[config.mk]
export PLATFORM = sky130hd
export DESIGN_NAME = sha256_msg_feeder
export DESIGN_NICKNAME = d
export VERILOG_FILES = /design/src/rtl/sha256_msg_feeder.sv
export SDC_FILE = /design/constraint.sdc
export NUM_CORES = 2
export LEC_CHECK = 0
export ABC_CLOCK_PERIOD_IN_PS = 3900
export CAP_MARGIN = 20
export CORE_AREA = 2 2 401 403
export CTS_BUF_LIST = sky130_fd_sc_hd__clkbuf_8
export CTS_CLUSTER_SIZE = 14
export DETAILED_ROUTE_END_ITERATION = 6
export DIE_AREA = 0 0 403 405
export PLACE_DENSITY_LB_ADDON = 0.25
export SYNTH_ARGS = -nofsm -noshare
export SYNTH_HDL_FRONTEND = slang
export SYNTH_SLANG_ARGS = --single-unit
[constraint.sdc]
create_clock -name clk -period 3.9 [get_ports clk]
set_input_delay 0.585 -clock clk [delete_from_list [all_inputs] [get_ports clk]]
set_output_delay 0.585 -clock clk [all_outputs]
set_load 0.005 [all_outputs]
[src/rtl/sha256_msg_feeder.sv]
// ---------------------------------------------------------------------------
// sha256_msg_feeder
//
// Initiator side of the sha256_core_v3 block interface. It takes a byte
// stream from the host, packs it big-endian into 512-bit blocks, and appends
// the FIPS 180-4 padding: one 0x80 byte, zero fill, then the 64-bit message
// bit length. For each block it drives the core start/first_run handshake.
// When the final block completes, it captures the digest the core returns.
//
// Parameters
//   LEN_W        width of the message bit-length counter (4..64). Length
//                field bits at and above LEN_W are sent as zero.
//
// Ports
//   clk          single clock, rising edge
//   rst_n        asynchronous active-low reset
//   s_valid      input beat valid
//   s_data[7:0]  message byte; the first byte of a block lands in [511:504]
//   s_last       final beat of the message
//   s_empty      qualifies s_last: the beat carries no byte
//   s_ready      beat accepted when s_valid & s_ready
//   core_start   core start request, held from SEND through BUSY
//   core_block   block to the core; stable while core_start is high
//   core_first   core first_run; high only for block 0 of a message
//   core_ready   core ready
//   core_hash    core hash output
//   digest       final digest, held until the next message starts
//   digest_valid level; set when the digest loads, cleared by the next
//                message's first beat
// ---------------------------------------------------------------------------
module sha256_msg_feeder #(
   parameter int LEN_W = 64
) (
   input  logic         clk,
   input  logic         rst_n,
   input  logic         s_valid,
   input  logic [7:0]   s_data,
   input  logic         s_last,
   input  logic         s_empty,
   output logic         s_ready,
   output logic         core_start,
   output logic [511:0] core_block,
   output logic         core_first,
   input  logic         core_ready,
   input  logic [255:0] core_hash,
   output logic [255:0] digest,
   output logic         digest_valid
);

   typedef enum logic [2:0] {
      ST_FILL,
      ST_PAD,
      ST_LEN,
      ST_SEND,
      ST_ACK,
      ST_BUSY,
      ST_REL
   } state_t;

   state_t             state_q,  state_d;
   logic [5:0]         idx_q,    idx_d;
   logic [LEN_W-1:0]   bitlen_q, bitlen_d;
   logic [511:0]       block_q,  block_d;
   logic               first_q,  first_d;    // current block is block 0
   logic               final_q,  final_d;    // current block carries the length
   logic               pend80_q, pend80_d;   // 0x80 marker still to be written
   logic               pad_q,    pad_d;      // message data done, padding phase
   logic               in_msg_q, in_msg_d;   // at least one beat of a message taken
   logic               rdy_en_q, rdy_en_d;   // holds s_ready low for a cycle after reset
   logic               start_q,  start_d;
   logic               cfirst_q, cfirst_d;
   logic [255:0]       digest_q, digest_d;
   logic               dvalid_q, dvalid_d;

   logic               accept;
   logic [63:0]        len64;

   // Write one byte into the block at byte position idx (byte 0 = MSB).
   function automatic logic [511:0] put_byte(input logic [511:0] blk,
                                             input logic [5:0]   idx,
                                             input logic [7:0]   b);
      logic [511:0] r;
      logic [8:0]   off;
      r   = blk;
      off = 9'd504 - {idx, 3'b000};
      r[off +: 8] = b;
      return r;
   endfunction

   assign len64   = 64'(bitlen_q);
   assign s_ready = (state_q == ST_FILL) && rdy_en_q;
   assign accept  = s_valid && s_ready;

   always_comb begin
      state_d  = state_q;
      idx_d    = idx_q;
      bitlen_d = bitlen_q;
      block_d  = block_q;
      first_d  = first_q;
      final_d  = final_q;
      pend80_d = pend80_q;
      pad_d    = pad_q;
      in_msg_d = in_msg_q;
      rdy_en_d = 1'b1;
      cfirst_d = cfirst_q;
      digest_d = digest_q;
      dvalid_d = dvalid_q;

      case (state_q)
         ST_FILL: begin
            if (accept) begin
               if (!in_msg_q) begin
                  // First beat of a new message.
                  in_msg_d = 1'b1;
                  first_d  = 1'b1;
                  dvalid_d = 1'b0;
               end
               if (s_last && s_empty) begin
                  // Empty tail: the marker takes the byte slot in this beat.
                  block_d = put_byte(block_q, idx_q, 8'h80);
                  idx_d   = idx_q + 6'd1;
                  pad_d   = 1'b1;
                  state_d = (idx_q == 6'd63) ? ST_SEND : ST_PAD;
               end else begin
                  block_d  = put_byte(block_q, idx_q, s_data);
                  idx_d    = idx_q + 6'd1;
                  bitlen_d = bitlen_q + LEN_W'(8);
                  if (s_last) begin
                     pad_d    = 1'b1;
                     pend80_d = 1'b1;
                  end
                  if (idx_q == 6'd63) begin
                     state_d = ST_SEND;
                  end else if (s_last) begin
                     state_d = ST_PAD;
                  end
               end
            end
         end

         ST_PAD: begin
            if (!pend80_q && idx_q == 6'd56) begin
               // Marker landed at 55: length slot already reached.
               state_d = ST_LEN;
            end else begin
               block_d  = put_byte(block_q, idx_q, pend80_q ? 8'h80 : 8'h00);
               pend80_d = 1'b0;
               idx_d    = idx_q + 6'd1;
               if (idx_q == 6'd63) begin
                  // No room for the length: ship this block, pad a fresh one.
                  state_d = ST_SEND;
               end else if (idx_q == 6'd55) begin
                  state_d = ST_LEN;
               end
            end
         end

         ST_LEN: begin
            block_d[63:0] = len64;
            final_d       = 1'b1;
            idx_d         = 6'd0;
            state_d       = ST_SEND;
         end

         ST_SEND: begin
            state_d = ST_ACK;
         end

         ST_ACK: begin
            if (!core_ready) begin
               state_d = ST_BUSY;
            end
         end

         ST_BUSY: begin
            if (core_ready) begin
               state_d = ST_REL;
               if (final_q) begin
                  digest_d = core_hash;
                  dvalid_d = 1'b1;
               end
            end
         end

         ST_REL: begin
            first_d = 1'b0;
            block_d = '0;
            if (final_q) begin
               final_d  = 1'b0;
               in_msg_d = 1'b0;
               pad_d    = 1'b0;
               pend80_d = 1'b0;
               idx_d    = 6'd0;
               bitlen_d = '0;
               state_d  = ST_FILL;
            end else if (pad_q) begin
               state_d = ST_PAD;
            end else begin
               state_d = ST_FILL;
            end
         end

         default: begin
            state_d = ST_FILL;
         end
      endcase

      // Start is asserted from SEND through BUSY; first_run is sampled once
      // on entry to SEND so it stays put for the whole handshake.
      start_d = (state_d == ST_SEND) || (state_d == ST_ACK) || (state_d == ST_BUSY);
      if (state_d == ST_SEND && state_q != ST_SEND) begin
         cfirst_d = first_d;
      end
   end

   always_ff @(posedge clk or negedge rst_n) begin
      if (!rst_n) begin
         state_q  <= ST_FILL;
         idx_q    <= '0;
         bitlen_q <= '0;
         block_q  <= '0;
         first_q  <= 1'b0;
         final_q  <= 1'b0;
         pend80_q <= 1'b0;
         pad_q    <= 1'b0;
         in_msg_q <= 1'b0;
         rdy_en_q <= 1'b0;
         start_q  <= 1'b0;
         cfirst_q <= 1'b0;
         digest_q <= '0;
         dvalid_q <= 1'b0;
      end else begin
         state_q  <= state_d;
         idx_q    <= idx_d;
         bitlen_q <= bitlen_d;
         block_q  <= block_d;
         first_q  <= first_d;
         final_q  <= final_d;
         pend80_q <= pend80_d;
         pad_q    <= pad_d;
         in_msg_q <= in_msg_d;
         rdy_en_q <= rdy_en_d;
         start_q  <= start_d;
         cfirst_q <= cfirst_d;
         digest_q <= digest_d;
         dvalid_q <= dvalid_d;
      end
   end

   assign core_start   = start_q;
   assign core_block   = block_q;
   assign core_first   = cfirst_q;
   assign digest       = digest_q;
   assign digest_valid = dvalid_q;

endmodule

# --- Yosys cells after proc, flatten, opt, wreduce, memory -nomap -nowiden ---
# Index checks and enable logic that the tools add are counted.
totals:
  reg_bits: 850
  input_bits: 270
  out_inout_bits: 772
classes:
  addsub: 4
  eq_ne: 22
  shift: 4
  n_mux: 50
  n_reduce_logical: 23
ops:
  columns: ["operator", "count"]
  rows:
  - ["bitwise mux 512 bit", 3]
  - ["2-to-1 mux 512 bit", 3]
  - ["one-hot mux 448 bit (3 select lines)", 1]
  - ["indexed part select 8 x 11 -> 512 bit", 2]
  - ["variable shift 8 x 11 -> 512 bit (first input constant)", 1]
  - ["indexed part select 8 x 11 -> 512 bit (first input constant)", 1]
  - ["one-hot mux 64 bit (4 select lines)", 1]
  - ["2-to-1 mux 64 bit", 3]
  - ["one-hot mux 64 bit (2 select lines)", 1]
  - ["adder 64 x 4 -> 64 bit (second input constant)", 1]
  - ["2-to-1 mux 3 bit", 10]
  - ["one-hot mux 6 bit (4 select lines)", 1]
  - ["one-hot mux 3 bit (7 select lines)", 1]
  - ["== test 6 bit (second input constant)", 3]
  - ["2-to-1 mux 6 bit", 3]
  - ["inequality test 2 bit (second input constant)", 8]
  - ["== test 3 bit (second input constant)", 5]
  - ["2-to-1 mux 1 bit", 15]
  - ["AND reduction 3 bit", 4]
  - ["AND reduction 4 bit", 3]
  - ["negation 9 -> 11 bit", 1]
  - ["one-hot mux 1 bit (2 select lines)", 5]
  - ["== test 3 x 2 -> 1 bit (second input constant)", 3]
  - ["subtractor 9 bit (first input constant)", 1]
  - ["other kinds (15)", 23]

# --- Longest topological paths before layout ---
logic_depth:
  word_depth: 8
  ltp_mapped: 13

# --- Worst setup path before layout ---
# Ideal clock, no wire load.
synth_path:
  path_kind: "register -> register"
  from: "register idx_q[0]"
  to: "register block_q[441], in the netlist core_block[441]"
  t_arrival_ns: 2.735
  required_ns: 3.817
  slack_ns: 1.082
  path_stages_with_launch: 13
  path_buffers: 4
  synth_period_minus_slack_ns: 2.818
  cell_sequence: "dfrtp_1 -> buf_2 -> clkbuf_1 -> inv_1 -> ha_1 -> clkbuf_1 -> or3b_2 -> a21oi_1 -> nand4_1 -> nor2_1 -> buf_2 -> nand3_1 -> o21ai_0"
synth_via:
  elab_chain_len: 7
  elab_cells_between_ends: 17
synth_lines:
  columns: ["element", "line", "text"]
  rows:
  - ["from (decl)", "61", "logic [5:0] idx_q, idx_d;"]
  - ["from (signal assigned)", "234", "idx_q <= idx_d;"]
  - ["subtractor 9 bit", "85", "off = 9'd504 - {idx, 3'b000};"]
  - ["negation 9 -> 11 bit", "86", "r[off +: 8] = b;"]
  - ["indexed part select 8 x 11 -> 512 bit / variable shift 8 x 11 -> 512 bit (equally long branches)", "86", null]
  - ["bitwise mux 512 bit", "86", null]
  - ["2-to-1 mux 512 bit", "118", "if (s_last && s_empty) begin"]
  - ["2-to-1 mux 512 bit", "111", "if (accept) begin"]
  - ["one-hot mux 448 bit (3 select lines)", "109", "case (state_q)"]
  - ["to (signal assigned)", "236", "block_q <= block_d;"]
  - ["to (decl)", "63", "logic [511:0] block_q, block_d;"]
# Parallel ways exist; a longest one is shown, timed or not. The select of a mux whose other input is x is not followed.
# A chain may end at the register's enable or synchronous reset.

# --- Worst setup path in the final report ---
layout_path:
  from: "register idx_q[4]"
  to: "register block_q[15], in the netlist core_block[15]"
layout_via:
  elab_chain_len: 7
  elab_cells_between_ends: 17
layout_lines:
  columns: ["element", "line"]
  rows:
  - ["subtractor 9 bit", "85"]
  - ["negation 9 -> 11 bit", "86"]
  - ["indexed part select 8 x 11 -> 512 bit / variable shift 8 x 11 -> 512 bit (equally long branches)", "86"]
  - ["bitwise mux 512 bit", "86"]
  - ["2-to-1 mux 512 bit", "118"]
  - ["2-to-1 mux 512 bit", "111"]
  - ["one-hot mux 64 bit (4 select lines)", "109"]
# Parallel ways exist; a longest one is shown, timed or not. The select of a mux whose other input is x is not followed.

==> reports/results.txt <==
all-layer global routing usage - 0.2297
main combinational cell family by area after synthesis - compound AO/OA/AOI/OAI gates
Placed Cells incl. Taps - 6327
Syn Inst Count - 3268
Worst-Margin Slew - 1.232 ns
Startpoint Class - register
mux cell area share after synthesis - 0.09268
# IOs - 1042
count leader, synth - dfrtp_1
Crit path required time - 4.74 ns
fill count - 16260
post-synthesis compound-gate area fraction - 0.1619
via density per instance - 4.886
Clock Sinks - 847
Via Count - 32380
initial antenna violation count - 29
register area share after synthesis - 0.5785
final net count - 4678
Seq cells post-synth - 847
internal power - 23.66 mW
Die Span X - 403 µm
CTS H-tree lvls - 4
Tcrit/Tclk final - 0.8812
die area - 0.1632 mm²
Main synth FF type - dfrtp_1
peak fanout along the critical path - 20
CTS tree - built
worst skew pair latency - 0.94 ns
routability cong. - 0.9420
final setup fails - 0
Post-Synth Adder-Cell Area - 0.001025
Warnings, synthesis - 0
Multi-input gate area - 0.01428 mm²
total wire length - 192700 µm
share of cells above drive strength 1 - 0.2081
setup TNS - 0 ns
die height - 405 µm
CTS Buffer Depth - 3
worst vdd ir - 0.3985 mV
Syn Nets - 3541
Finished Layout Cells - 6626
synthesized area - 0.03664 mm²
main area contributors after synthesis - dfrtp_1 (58%), mux2_2 (7.9%), a31o_2 (4.2%)
ANT nets after route - 0
Post-synth EDFFs - 0
post-CTS setup buffers - 0
worst hold path class - input pin to register
DRC viols - 0
FFs w/ async S/R, synth - 1.000
vias in the first global route - 32380
Final Util - 0.3371
cell taking the most area after synthesis - dfrtp_1
Gate power share - 0.420
count of cell types in the netlist - 91
pwr dens - 714.9 mW/mm²
Tmin final - 3.437 ns
Gates resized, CTS repair - 0
Detailed Place HPWL - 147300 µm
critical path data arrival time - 4.28 ns
Net Sw Frac - 0.3836
largest net degree at the start of global routing - 202
IO Port Bufs - 1041
Layout area overhead - 46.54%
row count - 147
Worst-path clk slew - 0.06 ns
status - completed
RSZ-0062 raised after global routing - no
Flop pwr share - 0.338
max_cap viols - 0
leakage - 22.82 nW
Initial Utilization - 0.2300
drt first pass iters - 5
Fin. Hold Viols - 0
top cells by count, synth - dfrtp_1 (847), nand2_1 (284), nor2_1 (282)
CTS Root Cell - clkbuf_8
synthesized area per cell - 11.21 µm²
Clock Skews - 0.08247 ns
CTS Buf Count - 161
global-route wire length before repair - 263700 µm
post-synthesis xor/xnor area fraction - 0.01055
FF/Latch Area - 0.02120 mm²
Setup CP Type - register to register
area share of the largest cell type after synthesis - 0.5785
Slew Limit Headroom - 0.1789
grt total ovfl - 0
crit end category - register
Synth Area in Simple Gates - 0.1221
Clock Power Share - 0.241
Avg WL per Cell - 29.08 µm
initial drt markers - 2774
Max Clk Rate - 291.0 MHz
CORE AREA - 0.1593 mm²
Sw Pwr - 14.73 mW
Slew Viols, Final - 0
## metrics by stage
stage                     power [mW]  worst slack, ns  hold slack [ns]  instance area (µm²)
after floorplan                18.51            1.082           0.2894                36640
after global placement         29.26           0.5412           0.4720                50300
after detailed placement       29.34           0.5125           0.4758                50300
after CTS                      38.84           0.5172           0.1355                53670
after global routing           40.20           0.3985           0.1965                53680
final                          38.38           0.4635           0.2714                53690
## power by group through the flow
stage | combinational [mW] | sequential (mW) | clock, mW
2_1_floorplan | 5.67 | 12.8 | 0
3_3_place_gp | 16.2 | 13.0 | 0
3_5_place_dp | 16.2 | 13.1 | 0
4_1_cts | 16.3 | 13.0 | 9.54
5_1_grt | 17.0 | 13.3 | 9.94
6_report | 16.1 | 13.0 | 9.25
## area by class of cell
type | count | area share
clock buffer | 202 | 0.05178
antenna | 8 | 0.0003729
multi-input combinational | 2139 | 0.2659
timing repair buffer | 1233 | 0.2262
inverter | 23 | 0.001608
tap | 2086 | 0.04861
clock inverter | 88 | 0.01072
sequential | 847 | 0.3948
## worst paths after layout
path	startpoint	to	slack (ns)	depth (start not counted)
setup reg to reg	idx_q[4]	core_block[15]	0.46	7
hold reg to reg	first_q	first_q	0.49	2
min in group asynchronous	rst_n	core_block[284]	0.32	2
max in group asynchronous	rst_n	digest[222]	2.41	3
hold / removal	core_hash[80]	digest[80]	0.27	2
setup / recovery	idx_q[4]	core_block[15]	0.46	7
## cell families after synthesis
kind of cell	count (synthesis)
buf+inv	282
mux	307
simple gates	939
flops	847
fa+ha+maj	3
xor+xnor	42
compound gates	847
other cells	1
## placed cells by master (no fill, tap or decap), drive strengths merged, types with 24 or more instances in the layout
cell type         n
a21oi           148
a22o             40
a31o            175
and3             30
buf             192
clkbuf          202
clkdlybuf4s50  1040
clkinv           24
dfrtp           847
inv              77
mux2            258
mux2i            49
nand2           285
nand3           172
nand4            37
nor2            288
nor3             41
o21ai           249
o2bb2ai          67
xor2             29
## sequential cells by signal, indices dropped and copies added (netlist names), 3 cells and up
register and count:
bitlen_q 61, core_block 512, digest 256, idx_q 6, state_q 3
## worst max-delay path, stage by stage, from the launching register on
cell and delay, ns:
dfrtp_1 0.74, nand2_1 0.24, o21a_1 0.36, buf_4 0.23
o21ai_0 0.57, nor2_1 0.27, o21ai_1 0.66, o22a_1 0.26
## per-layer routing
layer	up-vias	track usage	wire, µm
li1	14150	-	-
met1	16330	0.2534	69860
met2	1509	0.3870	94040
met3	363	0.08353	18140
met4	18	0.1188	10500
met5	-	0	114
## timing repair
action                                  4_1_cts  5_1_grt
endpoints found under the hold margin        56        0
hold buffers                                  1        0
endpoints found under the setup margin        0        0
Note: power is estimated with default switching activity, not from simulation.
